### config.mk
export PLATFORM = sky130hd
export DESIGN_NAME = multicycle_control
export DESIGN_NICKNAME = d
export VERILOG_FILES = /design/src/rtl/multicycle_control.sv
export SDC_FILE = /design/constraint.sdc
export NUM_CORES = 1
export LEC_CHECK = 0
export ABC_AREA = 1
export ABC_CLOCK_PERIOD_IN_PS = 4700
export CAP_MARGIN = 30
export CORE_MARGIN = 1
export CORE_UTILIZATION = 30
export DETAILED_ROUTE_END_ITERATION = 8
export GPL_TIMING_DRIVEN = 0
export HOLD_SLACK_MARGIN = 0.15
export SKIP_LAST_GASP = 1
export SYNTH_ARGS = -nofsm -noshare
export SYNTH_HDL_FRONTEND = slang
export SYNTH_SLANG_ARGS = --single-unit
### constraint.sdc
create_clock -name clk -period 4.7 [get_ports clk]
set_clock_uncertainty 0.15 [all_clocks]
set_input_delay 0.94 -clock clk [delete_from_list [all_inputs] [get_ports clk]]
set_output_delay 0.94 -clock clk [all_outputs]
set_load 0.01 [all_outputs]
### src/rtl/multicycle_control.sv
// Main control FSM for the multi-cycle MIPS datapath: Moore-decoded strobes, mem_ready stalls with timeout,
// retired-instruction counter. Define MCC_IMM_EN to add the addi/andi (IMMEX/IMMWB) path.
module multicycle_control #(
  parameter int CNT_W       = 32,
  parameter int MEM_TIMEOUT = 16
) (
  input  logic             clk,
  input  logic             reset,
  input  logic [5:0]       opcode,
  input  logic             mem_ready,
  output logic             PCWrite,
  output logic             PCWriteCond,
  output logic             IorD,
  output logic             MemRead,
  output logic             MemWrite,
  output logic             IRWrite,
  output logic             MemtoReg,
  output logic             RegDst,
  output logic             RegWrite,
  output logic             ALUSrcA,
  output logic [1:0]       ALUSrcB,
  output logic [1:0]       ALUop,
  output logic [1:0]       PCSource,
  output logic [3:0]       state,
  output logic             illegal_op,
  output logic             mem_timeout,
  output logic [CNT_W-1:0] instr_retired
);

  localparam logic [3:0] S_FETCH   = 4'd0;
  localparam logic [3:0] S_DECODE  = 4'd1;
  localparam logic [3:0] S_MEMADR  = 4'd2;
  localparam logic [3:0] S_MEMRD   = 4'd3;
  localparam logic [3:0] S_MEMWB   = 4'd4;
  localparam logic [3:0] S_MEMWR   = 4'd5;
  localparam logic [3:0] S_EXEC    = 4'd6;
  localparam logic [3:0] S_RWB     = 4'd7;
  localparam logic [3:0] S_BRANCH  = 4'd8;
  localparam logic [3:0] S_JUMP    = 4'd9;
  localparam logic [3:0] S_IMMEX   = 4'd10;
  localparam logic [3:0] S_IMMWB   = 4'd11;
  localparam logic [3:0] S_ILLEGAL = 4'd12;

  localparam logic [5:0] OP_R    = 6'b000000;
  localparam logic [5:0] OP_LW   = 6'b100011;
  localparam logic [5:0] OP_SW   = 6'b101011;
  localparam logic [5:0] OP_BEQ  = 6'b000100;
  localparam logic [5:0] OP_J    = 6'b000010;
  localparam logic [5:0] OP_ADDI = 6'b001000;
  localparam logic [5:0] OP_ANDI = 6'b001100;

  // Wide enough to hold MEM_TIMEOUT-1, the last count before abort.
  localparam int WC_W = (MEM_TIMEOUT > 1) ? $clog2(MEM_TIMEOUT) : 1;

  logic [3:0]       state_reg, state_next;
  logic [WC_W-1:0]  wait_cnt_reg, wait_cnt_next;
  logic [5:0]       op_q_reg;
  logic [CNT_W-1:0] retired_reg;
  logic             waiting, timeout, retire;

  assign state         = state_reg;
  assign instr_retired = retired_reg;

  always_comb begin
    waiting = (state_reg == S_FETCH) || (state_reg == S_MEMRD) || (state_reg == S_MEMWR);
    timeout = waiting && !mem_ready && (wait_cnt_reg == WC_W'(MEM_TIMEOUT - 1));
    state_next = S_FETCH;
    retire     = 1'b0;
    case (state_reg)
      S_FETCH:  state_next = mem_ready ? S_DECODE : (timeout ? S_FETCH : S_FETCH);
      S_DECODE: begin
        case (opcode)
          OP_LW, OP_SW: state_next = S_MEMADR;
          OP_R:         state_next = S_EXEC;
          OP_BEQ:       state_next = S_BRANCH;
          OP_J:         state_next = S_JUMP;
`ifdef MCC_IMM_EN
          OP_ADDI, OP_ANDI: state_next = S_IMMEX;
`endif
          default:      state_next = S_ILLEGAL;
        endcase
      end
      S_MEMADR: state_next = (op_q_reg == OP_LW) ? S_MEMRD : S_MEMWR;
      S_MEMRD:  state_next = mem_ready ? S_MEMWB : (timeout ? S_FETCH : S_MEMRD);
      S_MEMWB:  retire = 1'b1;
      S_MEMWR: begin
        state_next = (mem_ready || timeout) ? S_FETCH : S_MEMWR;
        retire     = mem_ready;
      end
      S_EXEC:   state_next = S_RWB;
      S_RWB, S_BRANCH, S_JUMP: retire = 1'b1;
`ifdef MCC_IMM_EN
      S_IMMEX:  state_next = S_IMMWB;
      S_IMMWB:  retire = 1'b1;
`endif
      default:  state_next = S_FETCH;
    endcase

    // A timeout re-entry into FETCH counts as a fresh entry, so the counter restarts.
    if ((state_next != state_reg) || timeout)
      wait_cnt_next = '0;
    else if (waiting && !mem_ready)
      wait_cnt_next = wait_cnt_reg + WC_W'(1);
    else
      wait_cnt_next = wait_cnt_reg;
  end

  always_comb begin
    PCWrite     = 1'b0;
    PCWriteCond = 1'b0;
    IorD        = 1'b0;
    MemRead     = 1'b0;
    MemWrite    = 1'b0;
    IRWrite     = 1'b0;
    MemtoReg    = 1'b0;
    RegDst      = 1'b0;
    RegWrite    = 1'b0;
    ALUSrcA     = 1'b0;
    ALUSrcB     = 2'b00;
    ALUop       = 2'b00;
    PCSource    = 2'b00;
    illegal_op  = 1'b0;
    mem_timeout = timeout;
    case (state_reg)
      S_FETCH: begin
        MemRead = 1'b1;
        ALUSrcB = 2'b01;
        PCWrite = mem_ready;
        IRWrite = mem_ready;
      end
      S_DECODE: ALUSrcB = 2'b11;
      S_MEMADR: begin
        ALUSrcA = 1'b1;
        ALUSrcB = 2'b10;
      end
      S_MEMRD: begin
        MemRead = 1'b1;
        IorD    = 1'b1;
      end
      S_MEMWB: begin
        RegWrite = 1'b1;
        MemtoReg = 1'b1;
      end
      S_MEMWR: begin
        MemWrite = 1'b1;
        IorD     = 1'b1;
      end
      S_EXEC: begin
        ALUSrcA = 1'b1;
        ALUop   = 2'b10;
      end
      S_RWB: begin
        RegWrite = 1'b1;
        RegDst   = 1'b1;
      end
      S_BRANCH: begin
        ALUSrcA     = 1'b1;
        ALUop       = 2'b01;
        PCWriteCond = 1'b1;
        PCSource    = 2'b01;
      end
      S_JUMP: begin
        PCWrite  = 1'b1;
        PCSource = 2'b10;
      end
`ifdef MCC_IMM_EN
      S_IMMEX: begin
        ALUSrcA = 1'b1;
        ALUSrcB = 2'b10;
        ALUop   = (op_q_reg == OP_ANDI) ? 2'b11 : 2'b00;
      end
      S_IMMWB: RegWrite = 1'b1;
`endif
      S_ILLEGAL: illegal_op = 1'b1;
      default: ;
    endcase
    // Reset aborts the instruction: no write or pulse may escape this cycle.
    if (reset) begin
      PCWrite     = 1'b0;
      PCWriteCond = 1'b0;
      IRWrite     = 1'b0;
      RegWrite    = 1'b0;
      MemRead     = 1'b0;
      MemWrite    = 1'b0;
      illegal_op  = 1'b0;
      mem_timeout = 1'b0;
    end
  end

  always_ff @(posedge clk) begin
    if (reset) begin
      state_reg    <= S_FETCH;
      wait_cnt_reg <= '0;
      op_q_reg     <= '0;
      retired_reg  <= '0;
    end else begin
      state_reg    <= state_next;
      wait_cnt_reg <= wait_cnt_next;
      if (state_reg == S_DECODE)
        op_q_reg <= opcode;
      if (retire)
        retired_reg <= retired_reg + CNT_W'(1);
    end
  end

endmodule

==> impl_metrics.tcl <==
set metrics [dict create \
    start_util_pct 31.00 \
    finalHoldViolCount 0 \
    hold_depth 2 \
    synth_edf_count 0 \
    tritoncts "yes" \
    worstMarginPinSlew_ps 570.5 \
    post_cts_buffers 0 \
    area_growth_pct 32.02 \
    fin_crit_sh_pct 87.74 \
    gp_congestion 0.9260 \
    fin_crit_ps 4124 \
    synth_cells 422 \
    die-area_sq_um 9396 \
    nNetsFinal 502 \
    hold_end "op_q_reg[1]" \
    route.detailed.drc 0 \
    grt_overflow 0 \
    synth-main-ff-cell "dfxtp_1" \
    syn_area_per_cell_sq_um 6.407 \
    port_buffers 62 \
    status "completed" \
    grt_max_degree 15 \
    clkTransAtPathRegs_ps 80 \
    ys_seq_elements 46 \
    vias 2867 \
    drive_above_1_share_pct 6.301 \
    holdWs_ps 327.2 \
    rrSetupSlack_ps 2570 \
    setup_violations 0 \
    num_io_pins 63 \
    fin_util_pct 40.93 \
    placed_area_sq_um 3460 \
    finalSetupTns_ps 0 \
    synth_area_sq_um 2704 \
    first_pass_iters 6 \
    fill_cells 938 \
    postCtsHoldBufs 0 \
    cts_max_path_buffers 2 \
    ir_drop_mv 0.08968 \
    diodes 0 \
    clk_latency_ps 310 \
    yosysSeqAreaShare_pct 34.06 \
    num_rows 34 \
    dp_hpwl_microns 5778 \
    core_sq_um 8721 \
    fmax_mhz 242.5 \
    worstPathArrival_ps 3030 \
    critPathCaptureType "output pin" \
    max_cap_viol_count 0 \
    min_path_type "reg2reg" \
    die_height_microns 96.94 \
    crit_path_start_kind "input port" \
    fp.dieW_microns 96.94 \
    synth_cell_type_count 32 \
    postRouteAntennaNets 0 \
    power.leakage_nw 1.331 \
    syn-num-nets 433 \
    cts_buffers 5 \
    cts_root_buf "clkbuf_8" \
    async_flop_share_pct 0 \
    max-slew-margin-rel_pct 61.97 \
    power.density_nw_per_um2 229.8 \
    first_iter_violations 86 \
    crit_fanout 10 \
    clock_sinks 46 \
    cp.required_ps 3610 \
    wl_per_cell_microns 12.41 \
    routed_wl_microns 7448 \
    r2r_start "instr_retired[0]" \
    grt_usage_pct 15.98 \
    grt_pass1_wl_microns 12410 \
    reg2reg_depth 8 \
    r2r_end "instr_retired[31]" \
    rsz0062_at_grt "false" \
    hp-start "op_q_reg[1]" \
    yosys_warnings 0 \
    maxSlewViolCount 0 \
    grt_pass1_vias 2711 \
    htreeDepth 2 \
    worstSetupPathType "in2out" \
    power.total_uw 820.4 \
    postLayoutCellArea_sq_um 3570 \
    ctsResizeCount 0 \
    antenna_found_initial 0 \
    largest_reg_flops 32 \
    vias_per_cell 4.778 \
]
==> how the worst max path moves through the flow <==
stage                from      end  slack [ps]
global route        reset  PCWrite         400
global placement    reset  PCWrite         520
detailed placement  reset  PCWrite         540
floorplan           reset  PCWrite        1970
finish              reset  PCWrite         580
CTS                 reset  PCWrite         530
==> worst max-delay path, cell delays in order <==
cell and delay, ps:
clkdlybuf4s50_1 480, inv_1 100, clkbuf_1 330, clkbuf_1 450, o21a_1 200, clkdlybuf4s50_1 530
==> through the flow <==
stage / cells / setup slack, ps
finish: 600 / 576.0
global route: 600 / 396.9
CTS: 600 / 533.9
detailed placement: 592 / 542.3
global placement: 592 / 524.8
floorplan: 422 / 1970
==> Yosys cell counts, types with 2 or more instances <==
library cell | number | area [sq um]
a21oi_1 | 31 | 155.2
and3_1 | 2 | 12.51
buf_2 | 2 | 10.01
clkbuf_1 | 6 | 22.52
dfxtp_1 | 46 | 920.9
ha_1 | 2 | 25.02
inv_1 | 48 | 180.2
inv_2 | 3 | 11.26
nand2_1 | 93 | 349.1
nand2_2 | 3 | 18.77
nand3_1 | 25 | 125.1
nand3_2 | 3 | 30.03
nand3b_1 | 2 | 15.01
nand4_1 | 4 | 25.02
nor2_1 | 81 | 304.0
nor2_2 | 6 | 37.54
nor3_1 | 13 | 65.06
nor3_2 | 2 | 20.02
nor4_1 | 3 | 18.77
o21a_1 | 3 | 22.52
o21ai_0 | 15 | 75.07
xnor2_1 | 3 | 26.28
xor2_1 | 17 | 148.9
==> report_power, final <==
part,internal (mW),leakage (nW),switching [mW],total (mW)
clock network,0.159,0.0514,0.138,0.297
logic,0.0471,0.908,0.0692,0.116
registers,0.399,0.372,0.00845,0.407
total,0.605,1.33,0.216,0.820
==> cell families after synthesis <==
logic type	count (synthesis)	synth area share (%)
AOI/OAI and AO/OA	54	10.74
xor gates and xnor gates	20	6.479
adders and majority gates	2	0.9253
buffers and inverters	60	8.699
DFF	46	34.06
muxes	1	0.3702
and+or+nand+nor	239	38.73
==> cell type report <==
| class | count | area (sq um) | area share, % |
|---|---|---|---|
| clock buffer | 6 | 72.57 | 2.033 |
| multi-input combinational | 316 | 1548 | 43.36 |
| clock inverter | 2 | 37.54 | 1.052 |
| sequential | 46 | 920.9 | 25.80 |
| tap | 108 | 135.1 | 3.786 |
| buffer | 9 | 43.79 | 1.227 |
| timing repair buffer | 62 | 620.6 | 17.39 |
| inverter | 51 | 191.4 | 5.363 |
==> per-layer routing <==
layer / global-route usage, % / routed length, microns / vias to the layer above
li1: - / - / 1481
met1: 19.47 / 3340 / 1279
met2: 27.14 / 3492 / 92
met3: 3.757 / 450 / 15
met4: 6.085 / 165 / 0
met5: 0 / 0 / -
==> placed cells by master (no fill, tap or decap), types with 3 or more instances in the layout <==
cell type        instances
xnor2_1                  3
nand3_1                 25
dfxtp_1                 46
a21oi_1                 31
xor2_1                  17
clkbuf_8                 5
nand2_2                  3
inv_1                   48
inv_2                    3
o21ai_0                 15
nand3_2                  3
nor4_1                   3
nor2_1                  81
clkbuf_1                 7
nand4_1                  4
o21a_1                   3
clkdlybuf4s50_1         62
nand2_1                 93
nor3_1                  13
nor2_2                   6
(Power assumes the default switching activity.)
